File: src/rtl/lcd_pkg.sv
// Shared definitions for the LCD parallel pixel link: frame geometry,
// counter widths and the error-bit layout of the receiver's frame report.
package lcd_pkg;

    // Nominal frame geometry
    localparam int LCD_LINES          = 1280;
    localparam int LCD_WORDS_PER_LINE = 40;
    localparam int LCD_LINE_GAP       = 4;
    localparam int LCD_UPDATE_LEN     = 48;
    localparam int LCD_BACK_PORCH     = 24;
    localparam int LCD_FRAME_CLOCKS   =
        LCD_LINES * (LCD_WORDS_PER_LINE + LCD_LINE_GAP) + LCD_BACK_PORCH;

    // Counter widths
    localparam int LCD_LEN_W       = 16;  // run/gap length meters
    localparam int LCD_LINE_W      = 11;  // line index / run count
    localparam int LCD_WORD_W      = 6;   // word index within a line
    localparam int LCD_FRAME_CNT_W = 17;  // clocks per frame

    // Frame error bits
    localparam int LCD_ERR_W          = 7;
    localparam int LCD_ERR_UPDATE_LEN = 0;
    localparam int LCD_ERR_RUN_LEN    = 1;
    localparam int LCD_ERR_LINE_GAP   = 2;
    localparam int LCD_ERR_RUN_COUNT  = 3;
    localparam int LCD_ERR_FRAME_LEN  = 4;
    localparam int LCD_ERR_POLARITY   = 5;
    localparam int LCD_ERR_DATA_IDLE  = 6;

    typedef enum logic {
        ST_IDLE  = 1'b0,
        ST_FRAME = 1'b1
    } lcd_rx_state_t;

endpackage

File: src/rtl/lcd_run_meter.sv
// Measures high-run and low-gap lengths of a single strobe. Rise/fall are
// pulses in the cycle the new level is sampled; o_highLen is meaningful on
// o_fall (length of the run just ended), o_lowLen on o_rise (length of the
// gap just ended). Both counters saturate.
module lcd_run_meter
    import lcd_pkg::*;
#(
    parameter int CNT_W = LCD_LEN_W
) (
    input  logic             i_clock,
    input  logic             i_reset,
    input  logic             i_level,
    output logic             o_rise,
    output logic             o_fall,
    output logic [CNT_W-1:0] o_highLen,
    output logic [CNT_W-1:0] o_lowLen
);

    localparam logic [CNT_W-1:0] CNT_MAX = '1;

    logic             r_prev;
    logic [CNT_W-1:0] r_highCnt;
    logic [CNT_W-1:0] r_lowCnt;

    assign o_rise    = i_level & ~r_prev;
    assign o_fall    = ~i_level & r_prev;
    assign o_highLen = r_highCnt;
    assign o_lowLen  = r_lowCnt;

    // Track previous level and count the length of the current high or low stretch
    always_ff @(posedge i_clock) begin
        if (i_reset) begin
            r_prev    <= 1'b0;
            r_highCnt <= '0;
            r_lowCnt  <= '0;
        end else begin
            r_prev <= i_level;
            if (o_rise) begin
                r_highCnt <= CNT_W'(1);
            end else if (i_level && r_highCnt != CNT_MAX) begin
                r_highCnt <= r_highCnt + CNT_W'(1);
            end
            if (o_fall) begin
                r_lowCnt <= CNT_W'(1);
            end else if (!i_level && r_lowCnt != CNT_MAX) begin
                r_lowCnt <= r_lowCnt + CNT_W'(1);
            end
        end
    end

endmodule

File: src/rtl/lcd_frame_rx.sv
// Panel-side receiver for the LCD parallel pixel interface. Recovers frame,
// line and word position from the strobes, re-emits accepted words with
// coordinates, sums them per frame and reports framing violations.
//
//   state    | meaning
//   ---------+-----------------------------------------------------------
//   ST_IDLE  | not yet locked; waiting for the first update rise
//   ST_FRAME | locked; every update rise closes one frame and opens the next
module lcd_frame_rx
    import lcd_pkg::*;
#(
    parameter int DATA_W         = 32,
    parameter int LINES          = LCD_LINES,
    parameter int WORDS_PER_LINE = LCD_WORDS_PER_LINE,
    parameter int LINE_GAP       = LCD_LINE_GAP,
    parameter int UPDATE_LEN     = LCD_UPDATE_LEN,
    parameter int BACK_PORCH     = LCD_BACK_PORCH
) (
    input  logic              i_clock,
    input  logic              i_reset,
    input  logic [DATA_W-1:0] i_data,
    input  logic              i_valid,
    input  logic              i_update,
    input  logic              i_invert,
    output logic [DATA_W-1:0] o_pixelData,
    output logic              o_pixelDV,
    output logic [10:0]       o_lineIndex,
    output logic [5:0]        o_wordIndex,
    output logic              o_locked,
    output logic              o_frameDone,
    output logic [31:0]       o_frameChecksum,
    output logic [10:0]       o_lineCount,
    output logic              o_framePolarity,
    output logic [6:0]        o_frameErr
);

    localparam int FRAME_CLOCKS = LINES * (WORDS_PER_LINE + LINE_GAP) + BACK_PORCH;
    localparam int PITCH_W      = LCD_LEN_W + 1;

    localparam logic [LCD_LEN_W-1:0]       RUN_REQ   = LCD_LEN_W'(WORDS_PER_LINE);
    localparam logic [LCD_LEN_W-1:0]       UPD_REQ   = LCD_LEN_W'(UPDATE_LEN);
    localparam logic [PITCH_W-1:0]         PITCH_REQ = PITCH_W'(WORDS_PER_LINE + LINE_GAP);
    localparam logic [LCD_LINE_W-1:0]      LINES_REQ = LCD_LINE_W'(LINES);
    localparam logic [LCD_FRAME_CNT_W-1:0] FRAME_REQ = LCD_FRAME_CNT_W'(FRAME_CLOCKS);
    localparam logic [LCD_WORD_W-1:0]      WORD_MAX  = LCD_WORD_W'(WORDS_PER_LINE - 1);
    localparam logic [LCD_LINE_W-1:0]      LINE_MAX  = '1;
    localparam logic [LCD_FRAME_CNT_W-1:0] CLK_MAX   = '1;

    lcd_rx_state_t r_state;
    lcd_rx_state_t w_stateNext;
    logic          w_publish;

    logic                 w_vRise, w_vFall, w_uRise, w_uFall;
    logic [LCD_LEN_W-1:0] w_vHigh, w_vLow, w_uHigh, w_uLow;

    logic [31:0]                r_sum;
    logic [LCD_LINE_W-1:0]      r_runCnt;
    logic [LCD_WORD_W-1:0]      r_wordPos;
    logic [LCD_FRAME_CNT_W-1:0] r_frameClk;
    logic [LCD_LEN_W-1:0]       r_lastRunLen;
    logic [LCD_ERR_W-1:0]       r_err;
    logic                       r_polarity;
    logic                       r_prevPol;
    logic                       r_polValid;

    logic                  w_accept;
    logic                  w_dataIdle;
    logic [LCD_LINE_W-1:0] w_lineNow;
    logic [LCD_WORD_W-1:0] w_wordNow;
    logic [LCD_LINE_W-1:0] w_runsNext;
    logic [PITCH_W-1:0]    w_pitch;
    logic [LCD_ERR_W-1:0]  w_errOld;
    logic [LCD_ERR_W-1:0]  w_errNew;
    logic [LCD_ERR_W-1:0]  w_errEnd;
    logic                  w_unusedUpdGap;

    lcd_run_meter #(.CNT_W(LCD_LEN_W)) u_valid_meter (
        .i_clock   (i_clock),
        .i_reset   (i_reset),
        .i_level   (i_valid),
        .o_rise    (w_vRise),
        .o_fall    (w_vFall),
        .o_highLen (w_vHigh),
        .o_lowLen  (w_vLow)
    );

    lcd_run_meter #(.CNT_W(LCD_LEN_W)) u_update_meter (
        .i_clock   (i_clock),
        .i_reset   (i_reset),
        .i_level   (i_update),
        .o_rise    (w_uRise),
        .o_fall    (w_uFall),
        .o_highLen (w_uHigh),
        .o_lowLen  (w_uLow)
    );

    // Update low time carries no framing rule of its own.
    assign w_unusedUpdGap = ^w_uLow;

    // A word sampled together with the update rise opens the new frame at line 0, word 0.
    assign w_accept   = i_valid && (r_state == ST_FRAME || w_uRise);
    assign w_dataIdle = !i_valid && (i_data != '0);
    assign w_lineNow  = w_uRise ? '0 : r_runCnt;
    assign w_wordNow  = w_uRise ? '0 : r_wordPos;
    assign w_runsNext = (w_vFall && r_runCnt != LINE_MAX) ? r_runCnt + LCD_LINE_W'(1) : r_runCnt;
    // Gap is judged against the line pitch so a short or long run, already
    // flagged as a run-length error, does not also count as a gap error.
    assign w_pitch    = {1'b0, r_lastRunLen} + {1'b0, w_vLow};

    // State register
    always_ff @(posedge i_clock) begin
        if (i_reset) begin
            r_state <= ST_IDLE;
        end else begin
            r_state <= w_stateNext;
        end
    end

    // Next state and publish decision
    always_comb begin
        w_stateNext = r_state;
        w_publish   = 1'b0;
        case (r_state)
            ST_IDLE:  if (w_uRise) w_stateNext = ST_FRAME;
            ST_FRAME: if (w_uRise) w_publish = 1'b1;
        endcase
    end

    // Classify this cycle's violations: those closing the old frame versus those opening the new one
    always_comb begin
        w_errOld = '0;
        w_errOld[LCD_ERR_UPDATE_LEN] = w_uFall && (w_uHigh != UPD_REQ);
        w_errOld[LCD_ERR_RUN_LEN]    = w_vFall && (w_vHigh != RUN_REQ);
        w_errOld[LCD_ERR_LINE_GAP]   = w_vRise && !w_uRise && (r_runCnt != '0) && (w_pitch != PITCH_REQ);
        w_errOld[LCD_ERR_DATA_IDLE]  = !w_uRise && w_dataIdle;
        w_errNew = '0;
        w_errNew[LCD_ERR_DATA_IDLE]  = w_uRise && w_dataIdle;
        w_errEnd = '0;
        w_errEnd[LCD_ERR_RUN_COUNT]  = r_polarity ? (w_runsNext != LINES_REQ) : (w_runsNext != '0);
        w_errEnd[LCD_ERR_FRAME_LEN]  = (r_frameClk != FRAME_REQ);
        w_errEnd[LCD_ERR_POLARITY]   = r_polValid && (r_polarity == r_prevPol);
    end

    // Pixel re-emit, per-frame accumulation and frame report
    always_ff @(posedge i_clock) begin
        if (i_reset) begin
            o_pixelData     <= '0;
            o_pixelDV       <= 1'b0;
            o_lineIndex     <= '0;
            o_wordIndex     <= '0;
            o_locked        <= 1'b0;
            o_frameDone     <= 1'b0;
            o_frameChecksum <= '0;
            o_lineCount     <= '0;
            o_framePolarity <= 1'b0;
            o_frameErr      <= '0;
            r_sum           <= '0;
            r_runCnt        <= '0;
            r_wordPos       <= '0;
            r_frameClk      <= '0;
            r_lastRunLen    <= '0;
            r_err           <= '0;
            r_polarity      <= 1'b0;
            r_prevPol       <= 1'b0;
            r_polValid      <= 1'b0;
        end else begin
            o_pixelDV   <= w_accept;
            o_frameDone <= w_publish;
            if (w_accept) begin
                o_pixelData <= i_data;
                o_lineIndex <= w_lineNow;
                o_wordIndex <= w_wordNow;
                r_wordPos   <= (w_wordNow == WORD_MAX) ? w_wordNow : w_wordNow + LCD_WORD_W'(1);
            end else if (w_vFall) begin
                r_wordPos <= '0;
            end
            if (w_vFall) begin
                r_lastRunLen <= w_vHigh;
            end
            if (w_publish) begin
                o_frameChecksum <= r_sum;
                o_lineCount     <= w_runsNext;
                o_framePolarity <= r_polarity;
                o_frameErr      <= r_err | w_errOld | w_errEnd;
            end
            if (w_uRise) begin
                o_locked   <= 1'b1;
                r_sum      <= w_accept ? 32'(i_data) : 32'd0;
                r_runCnt   <= '0;
                r_frameClk <= LCD_FRAME_CNT_W'(1);
                r_err      <= w_errNew;
                r_polarity <= i_invert;
                r_prevPol  <= r_polarity;
                r_polValid <= (r_state == ST_FRAME);
            end else begin
                r_sum      <= r_sum + (w_accept ? 32'(i_data) : 32'd0);
                r_runCnt   <= w_runsNext;
                r_frameClk <= (r_frameClk == CLK_MAX) ? r_frameClk : r_frameClk + LCD_FRAME_CNT_W'(1);
                r_err      <= r_err | w_errOld;
            end
        end
    end

endmodule

File: config.mk
export PLATFORM = sky130hd
export DESIGN_NAME = lcd_frame_rx
export DESIGN_NICKNAME = d
export VERILOG_FILES = /design/src/rtl/lcd_pkg.sv /design/src/rtl/lcd_run_meter.sv /design/src/rtl/lcd_frame_rx.sv
export SDC_FILE = /design/constraint.sdc
export NUM_CORES = 1
export LEC_CHECK = 0
export CAP_MARGIN = 5
export CORE_MARGIN = 4
export CORE_UTILIZATION = 30
export DETAILED_ROUTE_END_ITERATION = 10
export PLACE_DENSITY_LB_ADDON = 0.05
export SLEW_MARGIN = 0
export SYNTH_ARGS = -nofsm -noshare
export SYNTH_HDL_FRONTEND = slang
export SYNTH_SLANG_ARGS = --single-unit
File: constraint.sdc
create_clock -name i_clock -period 10.76 [get_ports i_clock]
set_clock_uncertainty 0.2 [all_clocks]
set_input_delay 2.69 -clock i_clock [delete_from_list [all_inputs] [get_ports i_clock]]
set_output_delay 2.69 -clock i_clock [all_outputs]
set_load 0.02 [all_outputs]
Word level (Yosys, flattened, before mapping)
Cells that the tools add are included.
{"block": "op_classes", "n_addsub": 8, "eq_ne": 13, "mux": 21, "bitwise_logic": 10, "reduce_logical": 27}
{"operator": "$mux W32", "count": 2}
{"operator": "$add A16 B1 Y16 const B", "count": 3}
{"operator": "$ne A16 B16 Y1 const B", "count": 3}
{"operator": "$add A32 B32 Y32", "count": 1}
{"operator": "$ne A16 B6 Y1 const B", "count": 2}
{"operator": "$reduce_bool A32 Y1", "count": 1}
{"operator": "$mux W6", "count": 4}
{"operator": "$mux W11", "count": 2}
{"operator": "$ne A11 B11 Y1 const B", "count": 2}
{"operator": "$reduce_bool A11 Y1", "count": 2}
{"operator": "$add A16 B16 Y17", "count": 1}
{"operator": "$add A17 B1 Y17 const B", "count": 1}
{"operator": "$eq A17 B17 Y1 const B", "count": 1}
{"operator": "$ne A17 B16 Y1 const B", "count": 1}
{"operator": "$ne A17 B6 Y1 const B", "count": 1}
{"operator": "$logic_and A1 B1 Y1", "count": 14}
{"operator": "$mux W1", "count": 12}
{"operator": "$add A11 B1 Y11 const B", "count": 1}
{"operator": "$reduce_bool A2 Y1", "count": 4}
{"operator": "$mux W7", "count": 1}
{"operator": "$or A7 B6 Y7", "count": 1}
{"operator": "$or A7 B7 Y7", "count": 1}
{"operator": "$add A6 B1 Y6 const B", "count": 1}
{"operator": "$eq A6 B6 Y1 const B", "count": 1}
{"operator": "7 further kinds", "count": 16}
{"block": "word_totals", "ff_bits": 246, "in_bits": 37, "output_inout_bits": 103, "elab_cells": 109}

Longest topological paths before layout
{"block": "depth", "depth_word": 8, "mapped_depth": 19, "mapped_depth_nobuf": 17}

By module
From an unflattened synthesis, not the netlist that was laid out.
{"block": "unflattened", "cells_unflattened": 1625, "hier_area_um2": 13116.3}
{"mod": "lcd_frame_rx", "instances": 1, "cells_each": 1211, "area_per_inst_um2": 9695.5, "seq_area_each_um2": 3863.7}
{"mod": "lcd_run_meter", "instances": 2, "cells_each": 207, "area_per_inst_um2": 1710.4, "seq_area_each_um2": 660.6}

Worst setup path after synthesis
Ideal clock, no wire load.
{"block": "synth_timing", "path_kind": "input-to-reg", "from": "input i_update", "to": "register r_sum[31]", "setup_ns": 0.058, "t_arrival_ns": 6.094, "t_required_ns": 10.502, "setup_slack_ns": 4.408, "stages": 18, "n_path_buf": 2, "path_cell_list": "nor2b_1 > clkbuf_1 > nor2_1 > nor2_1 > clkbuf_1 > nand2_1 > inv_1 > ha_1 > a21o_1 > a31oi_1 > a21oi_1 > a211o_1 > o22a_2 > a41oi_4 > a31oi_1 > xnor2_1 > a2111o_1 > nand2_1"}
{"block": "synth_via", "elab_chain_len": 6}
{"item": "from (decl)", "line_no": "lcd_frame_rx.sv:23", "source": "input logic i_update,"}
{"item": "$and A1 B1 Y1 (*)", "line_no": "lcd_run_meter.sv:25", "source": "assign o_rise = i_level & ~r_prev;"}
{"item": "$logic_or A1 B1 Y1", "line_no": "lcd_frame_rx.sv:101", "source": "assign w_accept = i_valid && (r_state == ST_FRAME || w_uRise);"}
{"item": "$logic_and A1 B1 Y1", "line_no": "lcd_frame_rx.sv:101"}
{"item": "$mux W32", "line_no": "lcd_frame_rx.sv:188, lcd_frame_rx.sv:196"}
{"item": "$add A32 B32 Y32", "line_no": "lcd_frame_rx.sv:196", "source": "r_sum <= r_sum + (w_accept ? 32'(i_data) : 32'd0);"}
{"item": "$mux W32 (*)", "line_no": "lcd_frame_rx.sv:186", "source": "if (w_uRise) begin"}
{"item": "to (signal assigned)", "line_no": "lcd_frame_rx.sv:188", "source": "r_sum <= w_accept ? 32'(i_data) : 32'd0;"}
{"item": "to (signal assigned)", "line_no": "lcd_frame_rx.sv:196"}
{"item": "to (decl)", "line_no": "lcd_frame_rx.sv:56", "source": "logic [31:0] r_sum;"}
Mark *: on every way between the ends. The rest lies on a longest branch, timed or not.
A chain may end at the register's enable or synchronous reset.

Worst setup path after layout
{"block": "layout_timing", "from": "input i_update", "to": "register r_sum[28]"}
The elaborated chain is that of the path after synthesis.

==> Flow_metrics.wiki <==
{| class="wikitable"
! Metric !! Value
|-
| Filler cell count || 4,081
|-
| Number of input and output port buffers inserted || 139
|-
| Sum of negative setup slack || 0 ns
|-
| Number of global-route vias before repair || 10,300
|-
| Tightest slew margin relative to the limit || 26.6%
|-
| Post-route DRC || 0
|-
| Later-pin clock latency in the skew report || 0.56 ns
|-
| Congestion Overflow GR || 0
|-
| Iteration-0 DRC Markers || 643
|-
| Total number of nets in the final design || 1,690
|-
| Unique cell type count in the Yosys netlist || 66
|-
| Worst-case clock buffer depth || 3
|-
| Total I/O pin count || 140
|-
| Cell area after technology mapping || 11,800 um^2
|-
| Number of post-CTS setup repair buffers || 0
|-
| Run status || finished clean
|-
| Final HPWL DP || 26.5 mm
|-
| Worst hold margin || 0.251 ns
|-
| Post-Syn Nets || 1,582
|-
| Row cnt || 72
|-
| Clock net sink count || 243
|-
| Largest net degree at the start of global routing || 60
|-
| Path type of the worst min-delay path || register to register
|-
| Clock buffers created by TritonCTS || 29
|-
| Number of inserted diodes || 0
|-
| GP Congestion || 0.861
|-
| GRT Util Overall || 17.3%
|-
| Initial DRT Pass Iterations || 8
|-
| Initial standard-cell utilization of the core || 30.4%
|-
| Routed Wire Length || 37.4 mm
|-
| TritonCTS clock tree || done
|-
| Final max-slew violation count || 0
|-
| Core region area || 38,800 um^2
|-
| Final setup margin || 3.63 ns
|-
| #FFs+latches synth || 243
|-
| Highest clock frequency the design can meet || 0.140 GHz
|-
| Total placed instance area || 13,600 um^2
|-
| Most numerous cell in the Yosys netlist || nand2_1
|-
| Met1 capacity usage during global routing || 24.8%
|-
| Type of element capturing the critical path || register
|-
| Setup slack after placement || 3.02 ns
|-
| Vias per std cell || 4.95
|-
| Busiest grt layer || met2
|-
| Die width || 206 um
|-
| Antenna violations before repair || 1
|-
| Clock transition at the registers of the reported paths || 0.06 ns
|-
| Total setup violations reported at the end of the flow || 0
|-
| Leak pwr || 5.56 nW
|-
| Top cell types by occurrence after synthesis || 280 x nand2_1, 243 x dfxtp_1, 196 x a21oi_1
|-
| Startpoint kind of the worst setup timing path || primary input
|-
| Global-route wire length before repair || 58.9 mm
|-
| Final non-filler cell area || 14,600 um^2
|-
| Yosys top cell area share || 41.2%
|-
| Hold buffers post-CTS || 0
|-
| Average wire per cell in the routed design || 17.5 um
|-
| Cell types occupying the most area after synthesis || dfxtp_1 41%, nand2_1 8.9%, a21oi_1 8.3%
|-
| Share of synthesized flip-flops with an asynchronous set or reset || 0%
|-
| Vertical die dimension || 206 um
|-
| Gate count after technology mapping || 1,485
|-
| Total power per unit cell area || 149 nW/um^2
|-
| Data required time at the worst endpoint || 11.01 ns
|-
| Post-cts resize count || 0
|-
| Synthesis-to-finish area growth || 23.5%
|-
| Global routing usage on met2 || 27.3%
|-
| Number of antenna-violating nets in the routed design || 0
|-
| Part of the Yosys area used for sequential elements || 41.2%
|-
| Unrepaired setup endpoints after global routing || no
|-
| Die area || 42,600 um^2
|-
| Class of the most critical setup path || primary input to register
|-
| Hold violation count in the final report || 0
|-
| CTS Root Buffer Type || clkbuf_16
|-
| Detailed-route via count || 10,500
|-
| EDFF count, synth || 0
|-
| Post-route clock period utilization || 66.2%
|-
| Max H-tree Level || 1
|-
| Actual slew at the worst max-slew pin || 1.10 ns
|-
| Yosys warning total || 0
|-
| Flip-flop cell with the highest count after synthesis || dfxtp_1
|-
| Number of max-capacitance violations reported || 0
|-
| Shortest period the worst path allows || 7.13 ns
|-
| Maximum ir drop on the vdd rail || 0.000114 V
|-
| Global-route track usage on met3 || 2.64%
|-
| CP Data Arrival Time || 7.38 ns
|-
| Synthesized area per cell || 7.96 um^2
|-
| Share of cells above drive strength 1 || 5.02%
|-
| Post-synth top area cell || dfxtp_1
|-
| Worst-path maximum fanout || 47
|}
[cells in the final DEF, fill, tap and decap left out, types with 16 or more instances in the layout]
cell             Yosys  layout
nor4_1              19      19
nand3_1             61      61
nand4_1             23      23
a21oi_1            196     196
a211oi_1            18      18
xor2_1              50      50
ha_1                58      58
o21ai_0             38      38
nand2_1            280     279
and3_1              16      16
xnor2_1             37      37
dfxtp_1            243     243
a21o_1              18      18
clkbuf_16            0      29
nor2_1             141     139
clkdlybuf4s50_1      0     138
inv_1               60      60
[report_power, final]
| group | leakage [nW] | switching (mW) | internal, mW |
|---|---|---|---|
| Combinational | 3.11 | 0.147 | 0.0891 |
| Sequential | 1.97 | 0.0225 | 0.928 |
| Clock | 0.476 | 0.393 | 0.603 |
| Total | 5.56 | 0.562 | 1.62 |
[cell families (layout without fill, tap and decap cells)]
| family | count (synthesis) | count (layout) | share of synthesized area, % |
|---|---|---|---|
| simple gates | 611 | 611 | 22.9 |
| compound gates | 343 | 343 | 17.7 |
| flops | 243 | 243 | 41.2 |
| buf+inv | 134 | 263 | 4.76 |
| xor+xnor | 87 | 87 | 6.45 |
| fa+ha+maj | 60 | 60 | 6.48 |
| mux | 7 | 7 | 0.614 |
[cell type report]
| class | count | area, um^2 | area share [%] |
|---|---|---|---|
| Clock inverter | 6 | 83.8 | 0.574 |
| Multi-Input combinational cell | 1108 | 6420 | 44.0 |
| Tap cell | 518 | 648 | 4.44 |
| Sequential cell | 243 | 4860 | 33.3 |
| Inverter | 61 | 229 | 1.57 |
| Timing Repair Buffer | 150 | 1470 | 10.1 |
| Clock buffer | 46 | 880 | 6.02 |
[sequential cells by signal (all words and copies together) (netlist names), 4 cells and up]
register and count:
r_err 4, u_valid_meter.o_highLen 16, r_frameClk 17, r_sum 32
o_frameErr 7, r_runCnt 11, o_pixelData 32, u_valid_meter.o_lowLen 16
o_lineCount 11, r_lastRunLen 16, o_lineIndex 11, o_frameChecksum 32
o_wordIndex 6, u_update_meter.o_highLen 16, r_wordPos 6
[final timing paths]
path                                                       start                 endpoint  slack [ns]  depth (start not counted)
worst max-delay path                                    i_update     r_sum[28]$_SDFF_PP0_        3.63                         19
worst min-delay path                     r_polValid$_SDFFE_PP0P_  r_polValid$_SDFFE_PP0P_        0.25                          1
worst max register to register  u_update_meter.r_prev$_SDFF_PP0_     r_sum[28]$_SDFF_PP0_        6.15                         18
worst min register to register           r_polValid$_SDFFE_PP0P_  r_polValid$_SDFFE_PP0P_        0.25                          1
[layer usage]
metal  up-vias  part of all wire, %
met1      4968                   49
li1       5322                    -
met3        52                  3.9
met5         -                0.035
met2       205                   45
met4         2                  2.3
[worst max-delay path, cell delays in order]
cell	delay [ns]
clkdlybuf4s50_1	0.62
nor2b_2	0.19
buf_4	0.39
nor2_1	0.18
nor2_4	0.23
buf_4	0.51
nand2_1	0.16
inv_1	0.09
ha_1	0.28
and3_1	0.23
and2_1	0.19
a221o_1	0.34
a21oi_2	0.17
o21a_1	0.22
o31ai_4	0.09
a21o_1	0.19
a21o_1	0.22
nor4b_1	0.26
a211oi_1	0.07
[per-stage QoR]
step,utilization (%),power (mW),cells
finish,37.6,2.18,2132
global route,37.6,2.28,2132
CTS,37.6,2.22,2132
detailed placement,35.1,1.21,2080
global placement,35.1,1.21,2080
floorplan,-,1.12,1485
Note: power is estimated with default switching activity, not from simulation.
==> RTL edit: new RTL, config.mk and constraints unchanged <==
Change the parameter `DATA_W` from 32 to 36.
--- a/src/rtl/lcd_frame_rx.sv
+++ b/src/rtl/lcd_frame_rx.sv
@@ -9,7 +9,7 @@
 module lcd_frame_rx
     import lcd_pkg::*;
 #(
-    parameter int DATA_W         = 32,
+    parameter int DATA_W         = 36,
     parameter int LINES          = LCD_LINES,
     parameter int WORDS_PER_LINE = LCD_WORDS_PER_LINE,
     parameter int LINE_GAP       = LCD_LINE_GAP,
Ports: changed (resized i_data and o_pixelData); port bits go from 140 to 148. No check against the original RTL was run, so the function may have changed too.
==> RTL edit against the original RTL <==
- final area grew 1.7%
- combinational power grew 2%
- area after synthesis increased by 0.23%
- cell count hardly changed
- power up 3.2%
- synthesized cell count decreased by 1.0%
- routed wire length down 3.7%
- setup slack worse by 0.24 ns
- sequential cell count is 4 higher
- critical endpoint unchanged
- largest power group unchanged
- highest routed layer is now met4
==> RTL edit: results (changes against the original RTL) <==
- Critical path fanouts, max: 30 (-36%)
- R2R Setup Slk: 5.95 ns (-0.20 ns)
- CTS Buf Count: 31 (+6.9%)
- CP arrival: 7.65 ns (+0.27 ns)
- Wire length on met3: 1440 um (-0.69%)
- Met3 Resource Use GR: 2.34% (-0.29 points)
- NumNets Final: 1692 (+0.12%)
- Starting DRC count in detailed routing: 453 (-30%)
- Most frequent cells after synthesis: 281 x nand2_1, 247 x dfxtp_1, 165 x a21oi_1
- Status: finished clean
- Min Hold Slack: 0.248 ns (-0.00327 ns)
- Worst VDD drop: 0.000108 V (-5.0%)
- RD Place Congestion: 0.848 (-1.5%)
- Post-Place Cell Area: 0.0138 mm2 (+1.3%)
- Wire length per cell: 16.9 um (-3.8%)
- Synth Area in Adders: 6.46% (-0.015 points)
- CP startpoint: i_update
- Wire length on met1: 17300 um (-5.4%)
- Vias in the first global route: 10336 (+0.82%)
- Via-per-instance ratio: 4.87 (-1.7%)
- Pre-CTS setup slack: 2.78 ns (-0.241 ns)
- GRT Util Overall: 16.7% (-0.62 points)
- Hold worst-path end: o_frameChecksum[18]
- CP delay by family, top: simple AND/OR/NAND/NOR gates
- Largest regs: o_pixelData: 36 flops, o_frameChecksum: 32 flops, r_sum: 32 flops
- Synth Area in Compound Gates: 17.7% (+0.022 points)
- Leakage power: 5.67 nW (+2.1%)
- Worst Reg2Reg Path Length in Cells: 15 (-3)
- Post-CTS setup buffers: 0 (unchanged)
- Largest Register: o_pixelData
- Cell count after synthesis: 1470 (-1.0%)
- Hold Path Depth: 2 (+1)
- Met2 WL: 16700 um (-0.58%)
- Share of cells above drive strength 1: 6.13% (+1.1 points)
- IO Port Bufs: 147 (+5.8%)
- Mux contribution to synthesized area: 0.507% (-0.11 points)
- Highest Signal Layer: met4
- Placed cells: 2076 (-0.19%)
- Dpl hpwl: 25500 um (-3.7%)
- Hold_sp: r_sum[18]
- Initial antenna violation count: 0 (-1)
- Yosys warnings: 0 (unchanged)
- Post-synthesis async set-or-reset flop share: 0% (unchanged)
- Post-synth cell types: 76 (+15%)
- First-pass GRT wire length: 57700 um (-2.0%)
- M1 GR Usage: 22.9% (-1.9 points)
- Max-slew headroom: 38.4% (+12 points)
- CP peak stage delay: 0.77 ns (+0.15 ns)
- Post-Synth XOR/XNOR Area: 6.58% (+0.13 points)
- Total Wirelength: 36000 um (-3.7%)
- Fraction of the yosys area taken by sequential cells: 41.7% (+0.58 points)
- Slowest CP cell: nor2b_4
- Synth top area cells: dfxtp_1 42%, nand2_1 8.9%, a21oi_1 7.0%
- Diode count: 0 (unchanged)
- Fin crit share: 68.4% (+2.2 points)
- Clk root buf: clkbuf_16
- First-pass detailed-route iteration total: 5 (-3)
- Net Count, Synth: 1571 (-0.70%)
- Met2 usage: 28.1% (+0.83 points)
- Largest net degree at the start of global routing: 93 (+55%)
==> RTL edit: area by class of cell <==
type                       instances  area, um2
fill                            4100      24000
multi-input combinational       1090       6430
sequential                       247       4940
timing repair buffer             157       1550
clock buffer                      44        885
tap                              518        648
inverter                          64        240
clock inverter                    14        149
==> RTL edit: power by group <==
group | switching, W | internal, W
clock network | 0.000405 | 0.000640
registers | 0.0000216 | 0.000944
logic | 0.000147 | 0.0000937
total | 0.000573 | 0.00168
==> RTL edit: worst register-to-register path: stages (launching register included) <==
cell and delay [ns]:
dfxtp_1 0.34, nor2b_4 0.67, nor2_1 0.27, nor2_4 0.70, nand2_1 0.22, inv_1 0.12, ha_1 0.22, fa_1 0.25
a211o_2 0.17, a211oi_2 0.09, nor4_1 0.38, o21ai_1 0.21, a21oi_2 0.39, a41oi_1 0.19, xor2_1 0.17, o21ai_0 0.15
